===== config.mk =====
export PLATFORM = sky130hd
export DESIGN_NAME = atm_account_arbiter
export DESIGN_NICKNAME = d
export VERILOG_FILES = /design/src/rtl/atm_account_arbiter.sv
export SDC_FILE = /design/constraint.sdc
export NUM_CORES = 1
export LEC_CHECK = 0
export ABC_AREA = 0
export BUFFER_PORTS_ARGS = -buffer_cell sky130_fd_sc_hd__buf_2
export CAP_MARGIN = 20
export CORE_ASPECT_RATIO = 0.9
export CORE_MARGIN = 2
export CORE_UTILIZATION = 51
export CTS_CLUSTER_SIZE = 20
export DETAILED_ROUTE_END_ITERATION = 12
export MAX_ROUTING_LAYER = met4
export PLACE_DENSITY_LB_ADDON = 0.3
export RECOVER_POWER = 25
export SYNTH_ARGS = -nofsm -noshare
export SYNTH_HDL_FRONTEND = slang
export SYNTH_SLANG_ARGS = --single-unit

===== constraint.sdc =====
create_clock -name clk -period 3.7 [get_ports clk]
set_input_delay 0.185 -clock clk [delete_from_list [all_inputs] [get_ports clk]]
set_output_delay 0.185 -clock clk [all_outputs]
set_load 0.01 [all_outputs]

===== src/rtl/atm_account_arbiter.sv =====
// Two-terminal shared-account controller: round-robin grant, deposit/withdraw
// with funds/overflow checks, and a four-phase ack carrying the resulting balance.
module atm_account_arbiter #(
  parameter int BAL_W    = 8,
  parameter int AMT_W    = 4,
  parameter int INIT_BAL = 20
) (
  input  logic             clk,
  input  logic             rst,
  input  logic [1:0]       req,
  input  logic [1:0]       op0,
  input  logic [AMT_W-1:0] amt0,
  input  logic [1:0]       op1,
  input  logic [AMT_W-1:0] amt1,
  output logic [1:0]       gnt,
  output logic [1:0]       ack,
  output logic [BAL_W-1:0] balance_out,
  output logic             not_enough,
  output logic             err
);

  localparam logic [BAL_W-1:0] INIT_V   = BAL_W'(INIT_BAL);
  localparam logic [1:0]       OP_QUERY = 2'b00;
  localparam logic [1:0]       OP_DEP   = 2'b01;
  localparam logic [1:0]       OP_WDR   = 2'b10;

  typedef enum logic [1:0] {
    S_IDLE  = 2'd0,
    S_GRANT = 2'd1,
    S_EXEC  = 2'd2,
    S_RESP  = 2'd3
  } state_t;

  state_t           state_q, state_d;
  logic             win_q, win_d;  // current/last granted terminal, doubles as RR pointer
  logic [1:0]       op_q, op_d;
  logic [AMT_W-1:0] amt_q, amt_d;
  logic [BAL_W-1:0] bal_q, bal_d;
  logic             not_enough_q, not_enough_d;
  logic             err_q, err_d;
  logic [1:0]       gnt_q, gnt_d;
  logic [1:0]       ack_q, ack_d;

  logic             pick;
  logic [BAL_W-1:0] amt_ext;
  logic [BAL_W:0]   sum;

  assign amt_ext = BAL_W'(amt_q);
  assign sum     = {1'b0, bal_q} + {1'b0, amt_ext};

  always_comb begin
    pick = 1'b0;
    case (req)
      2'b10:   pick = 1'b1;
      2'b11:   pick = ~win_q;
      default: pick = 1'b0;
    endcase
  end

  always_ff @(posedge clk or negedge rst) begin
    if (!rst) begin
      state_q      <= S_IDLE;
      win_q        <= 1'b1;
      op_q         <= OP_QUERY;
      amt_q        <= '0;
      bal_q        <= INIT_V;
      not_enough_q <= 1'b0;
      err_q        <= 1'b0;
      gnt_q        <= 2'b00;
      ack_q        <= 2'b00;
    end else begin
      state_q      <= state_d;
      win_q        <= win_d;
      op_q         <= op_d;
      amt_q        <= amt_d;
      bal_q        <= bal_d;
      not_enough_q <= not_enough_d;
      err_q        <= err_d;
      gnt_q        <= gnt_d;
      ack_q        <= ack_d;
    end
  end

  always_comb begin
    state_d = state_q;
    case (state_q)
      S_IDLE:  if (req != 2'b00) state_d = S_GRANT;
      S_GRANT: state_d = req[win_q] ? S_EXEC : S_IDLE;
      S_EXEC:  state_d = S_RESP;
      S_RESP:  if (!req[win_q]) state_d = S_IDLE;
      default: state_d = S_IDLE;
    endcase
  end

  always_comb begin
    win_d        = win_q;
    op_d         = op_q;
    amt_d        = amt_q;
    bal_d        = bal_q;
    not_enough_d = not_enough_q;
    err_d        = err_q;
    gnt_d        = gnt_q;
    ack_d        = ack_q;
    case (state_q)
      S_IDLE: begin
        if (req != 2'b00) begin
          win_d = pick;
          op_d  = pick ? op1 : op0;
          amt_d = pick ? amt1 : amt0;
          gnt_d = pick ? 2'b10 : 2'b01;
        end
      end
      S_GRANT: begin
        if (!req[win_q]) begin
          gnt_d = 2'b00;
        end else begin
          // Commit on the way into EXEC so results are visible one cycle ahead of ack.
          case (op_q)
            OP_QUERY: begin
              not_enough_d = 1'b0;
              err_d        = 1'b0;
            end
            OP_DEP: begin
              not_enough_d = 1'b0;
              if (sum[BAL_W]) begin
                err_d = 1'b1;
              end else begin
                bal_d = sum[BAL_W-1:0];
                err_d = 1'b0;
              end
            end
            OP_WDR: begin
              err_d = 1'b0;
              if (amt_ext > bal_q) begin
                not_enough_d = 1'b1;
              end else begin
                bal_d        = bal_q - amt_ext;
                not_enough_d = 1'b0;
              end
            end
            default: begin
              not_enough_d = 1'b0;
              err_d        = 1'b1;
            end
          endcase
        end
      end
      S_EXEC: begin
        gnt_d = 2'b00;
        ack_d = win_q ? 2'b10 : 2'b01;
      end
      S_RESP: begin
        if (!req[win_q]) ack_d = 2'b00;
      end
      default: begin
        gnt_d = 2'b00;
        ack_d = 2'b00;
      end
    endcase
  end

  assign gnt         = gnt_q;
  assign ack         = ack_q;
  assign balance_out = bal_q;
  assign not_enough  = not_enough_q;
  assign err         = err_q;

endmodule


==> qor.csv <==
stage,metric,value,unit
setup_path,CP startpoint,balance_out[0],
clock_network,clock buffer depth,2,
global_route,GRT overflow,0,
synthesis,Yosys top cell area share,31.18,%
synthesis,XOR/XNOR Fraction of Synth Area,3.274,%
setup_path,worst endpoint required time,3920,ps
placed_design,Placer Congestion,0.8685,
synthesis,Mean Syn Cell Area,9.848,um2
global_route,vias in the first global route,1271,
pwr,Seq pwr share,32.1,%
global_route,All-Layer GR Usage,20.72,%
sta,worst clock skew,7.668,ps
clock_network,CTS tree,done,
clock_network,CTS sink count,23,
routing,DRT Pass-1 Iters,4,
synthesis,post-synth top area cell,dfrtp_1,
sta,final setup vio count,0,
floorplanning,Die Ht,57.23,um
setup_path,crit-path cells,"ha_1, inv_1, fa_1, or2_1, a2111oi_4, a2111oi_4, mux2_2",
pwr,NetSw,0.7696,mW
hold_path,Hold Startpoint,req[0],
synthesis,Post-Syn Instances,163,
synthesis,Synth Area in Adders,12.63,%
routing,via count,1270,
setup_path,CP Data Arrival Time,2590,ps
sta,setup TNS,0,ps
setup_path,cell mode on critical path,a2111oi_4,
setup_path,Worst Setup Start Kind,register,
setup_path,Buf/Inv on CP,1,
floorplanning,Horiz. Die Dim,63.14,um
clock_network,H-tree lvl count,1,
synthesis,number of flops mapped to enable cells by yosys,0,
floorplanning,IO Pins,30,
placed_design,pre-CTS setup slack,1348,ps
sta,final setup margin,1323,ps
setup_path,crit path kind,reg2reg,
sta,max-slew violation count,0,
placed_design,Post-DP HPWL,2463,um
pwr,static leakage power,0.8185,nW
floorplanning,initial cell density of the core,53.17,%
hold_path,worst hold path type,in2reg,
run,max-cap violation count,0,
floorplanning,full die area,3613,um2
synthesis,most common cell in the synthesized netlist,dfrtp_1,
layout,share of layout cells above drive strength 1,23.83,%
routing,WL/cell,13.29,um
synthesis,register bit total from synthesis,23,
synthesis,top_reg_cell synth,dfrtp_1,
clock_network,Skew-Pair Late Insertion Delay,320,ps
layout,area grow syn2layout,13.64,%
synthesis,"top cells by area, synth","dfrtp_1 (31%), ha_1 (10%), mux2i_1 (6.2%)",
synthesis,main combinational cell family by area after synthesis,compound AO/OA/AOI/OAI gates,
sta,worst-margin pin slew,1203,ps
pwr,Sw Share,47.38,%
pwr,pwr/cell area,890.4,nW/um2
synthesis,Syn. warnings,0,
global_route,initial antenna violation count,0,
pwr,combinational power share,60.6,%
sta,period utilisation layout,64.25,%
floorplanning,Rows,19,
floorplanning,Core Footprint,3019,um2
synthesis,Post-Synth Simple-Gate Area,15.74,%
synthesis,post-synthesis compound-gate area fraction,17.85,%
synthesis,Async SR Flop Fraction,100.0,%
layout,final core utilization,60.42,%
setup_path,CP max stage cell,a2111oi_4,
clock_network,clock root cell,clkbuf_4,
synthesis,Mapped Area,1605,um2
routing,Antenna Violating Nets Remaining,0,
routing,routed vias/inst,5.404,
clock_network,"Reg clk slew, reported paths",130,ps
sta,fmax,0.4206,GHz
placed_design,I/O Buffers,29,
outcome,status,finished clean,
synthesis,Netlist cell types,44,
setup_path,Slowest Stage Delay on Critical Path,660,ps
layout,Antenna diodes,0,
routing,DRC,0,
sta,count of final hold-check violations,0,
layout,Fillers,280,
global_route,first-pass GRT wire length,5692,um
setup_path,cell family with most CP delay,compound AO/OA/AOI/OAI gates,
routing,drt total wl,3123,um
synthesis,mux share of post-synthesis cell area,9.743,%
pwr,Power Internal,0.8547,mW
sta,Slew HR,19.80,%
setup_path,Reg-to-Reg Start,balance_out[0],
routing,Detailed Route Iter0 Violations,65,
layout,Layout Nets,225,
synthesis,list of most frequent post-synthesis cells,"dfrtp_1 (20), o21ai_0 (17), nand2_1 (16)",
setup_path,CP Capture Type,register,
sta,RSZ-0062 raised after global routing,no,
synthesis,register area share after synthesis,36.09,%
pwr,"IR drop worst, VDD",0.3856,mV
setup_path,CP Max Fanout,8,
pwr,Clk pwr share,7.3,%
global_route,largest net degree at the start of global routing,24,
synthesis,Syn Nets,194,
sta,Tmin final,2377,ps
clock_network,cts bufs inserted,3,
==> state kept, by name (all words and copies together), names as in the netlist, named ones only <==
| name | count |
|---|---|
| win_q | 1 |
| op_q | 2 |
| balance_out | 8 |
| ack | 2 |
| gnt | 2 |
| err | 1 |
| not_enough | 1 |
| amt_q | 4 |
| state_q | 1 |
==> path summary, 6_finish.rpt <==
check | to | slack (ps) | cells after the start
min in group asynchronous | amt_q[3] | 610 | 2
max | balance_out[3] | 1320 | 7
max reg2reg | balance_out[3] | 1320 | 7
max in group asynchronous | err | 2380 | 2
min | win_q | 60 | 2
min reg2reg | not_enough | 520 | 1
==> metrics by stage <==
stage          std cells  hold WS (ps)  total power, mW  instance area (um2)
4_1_cts              234         58.36            1.624                 1818
3_5_place_dp         229         192.1            1.501                 1780
2_1_floorplan        163        -110.6            1.255                 1605
6_report             235         63.16            1.624                 1824
5_1_grt              235         77.75            1.794                 1824
3_3_place_gp         229         190.5            1.448                 1780
==> layout make-up <==
class                           instances  area, um2  share of cell area, %
Inverter                               12      45.04                  2.469
Clock buffer                            3      22.52                  1.235
Clock inverter                          1      5.005                 0.2743
Sequential cell                        23      579.3                  31.76
Tap cell                               42      52.55                  2.881
Timing Repair Buffer                   32      168.9                  9.259
Multi-Input combinational cell        122      950.9                  52.13
==> power groups by stage <==
stage               clock network, mW  logic (mW)  registers [mW]
finish                          0.119       0.984           0.522
floorplan                           0       0.740           0.515
global placement                    0       0.935           0.512
CTS                             0.123       0.980           0.521
detailed placement                  0       0.975           0.526
global route                    0.134        1.11           0.546
==> logic make-up (layout without fill, tap and decap cells) <==
group           Yosys count  after routing
compound gates           40             40
simple gates             46             46
xor+xnor                  6              6
buf+inv                  18             48
flops                    23             23
fa+ha+maj                15             15
mux                      15             15
==> metal layers <==
layer | global-route usage (%) | wire length (um) | up-vias
met4 | 7.937 | 45 | 0
met5 | - | 0 | -
met3 | 4.734 | 170 | 5
met2 | 34.04 | 1489 | 37
li1 | - | - | 634
met1 | 25.00 | 1417 | 594
==> worst reg2reg max path: cells and delay by family, from the launching register on <==
kind | cells | cell delay [ps]
buffers and inverters | 1 | 80
AO/OA/AOI/OAI | 2 | 770
AND/OR/NAND/NOR | 1 | 190
adder cells (fa/ha/maj) | 2 | 410
multiplexers | 1 | 410
flip-flops | 1 | 420
==> cells in the final DEF, fill, tap and decap left out, drive strengths merged, types with 5 or more instances in the layout <==
master	netlist	final
nand3	5	5
buf	4	29
mux2i	10	10
o21ai	18	18
nor2	5	5
mux2	5	5
dfrtp	20	20
xnor2	6	6
ha	13	13
a21oi	5	5
clkbuf	2	5
nand2	17	17
inv	12	12
==> repair_timing <==
item | 4_1_cts | 5_1_grt
resized for setup | 0 | 0
hold endpoints to repair | 20 | 0
hold buffers | 1 | 0
setup buffers | 0 | 0
Power figures use the tool's default switching activity.
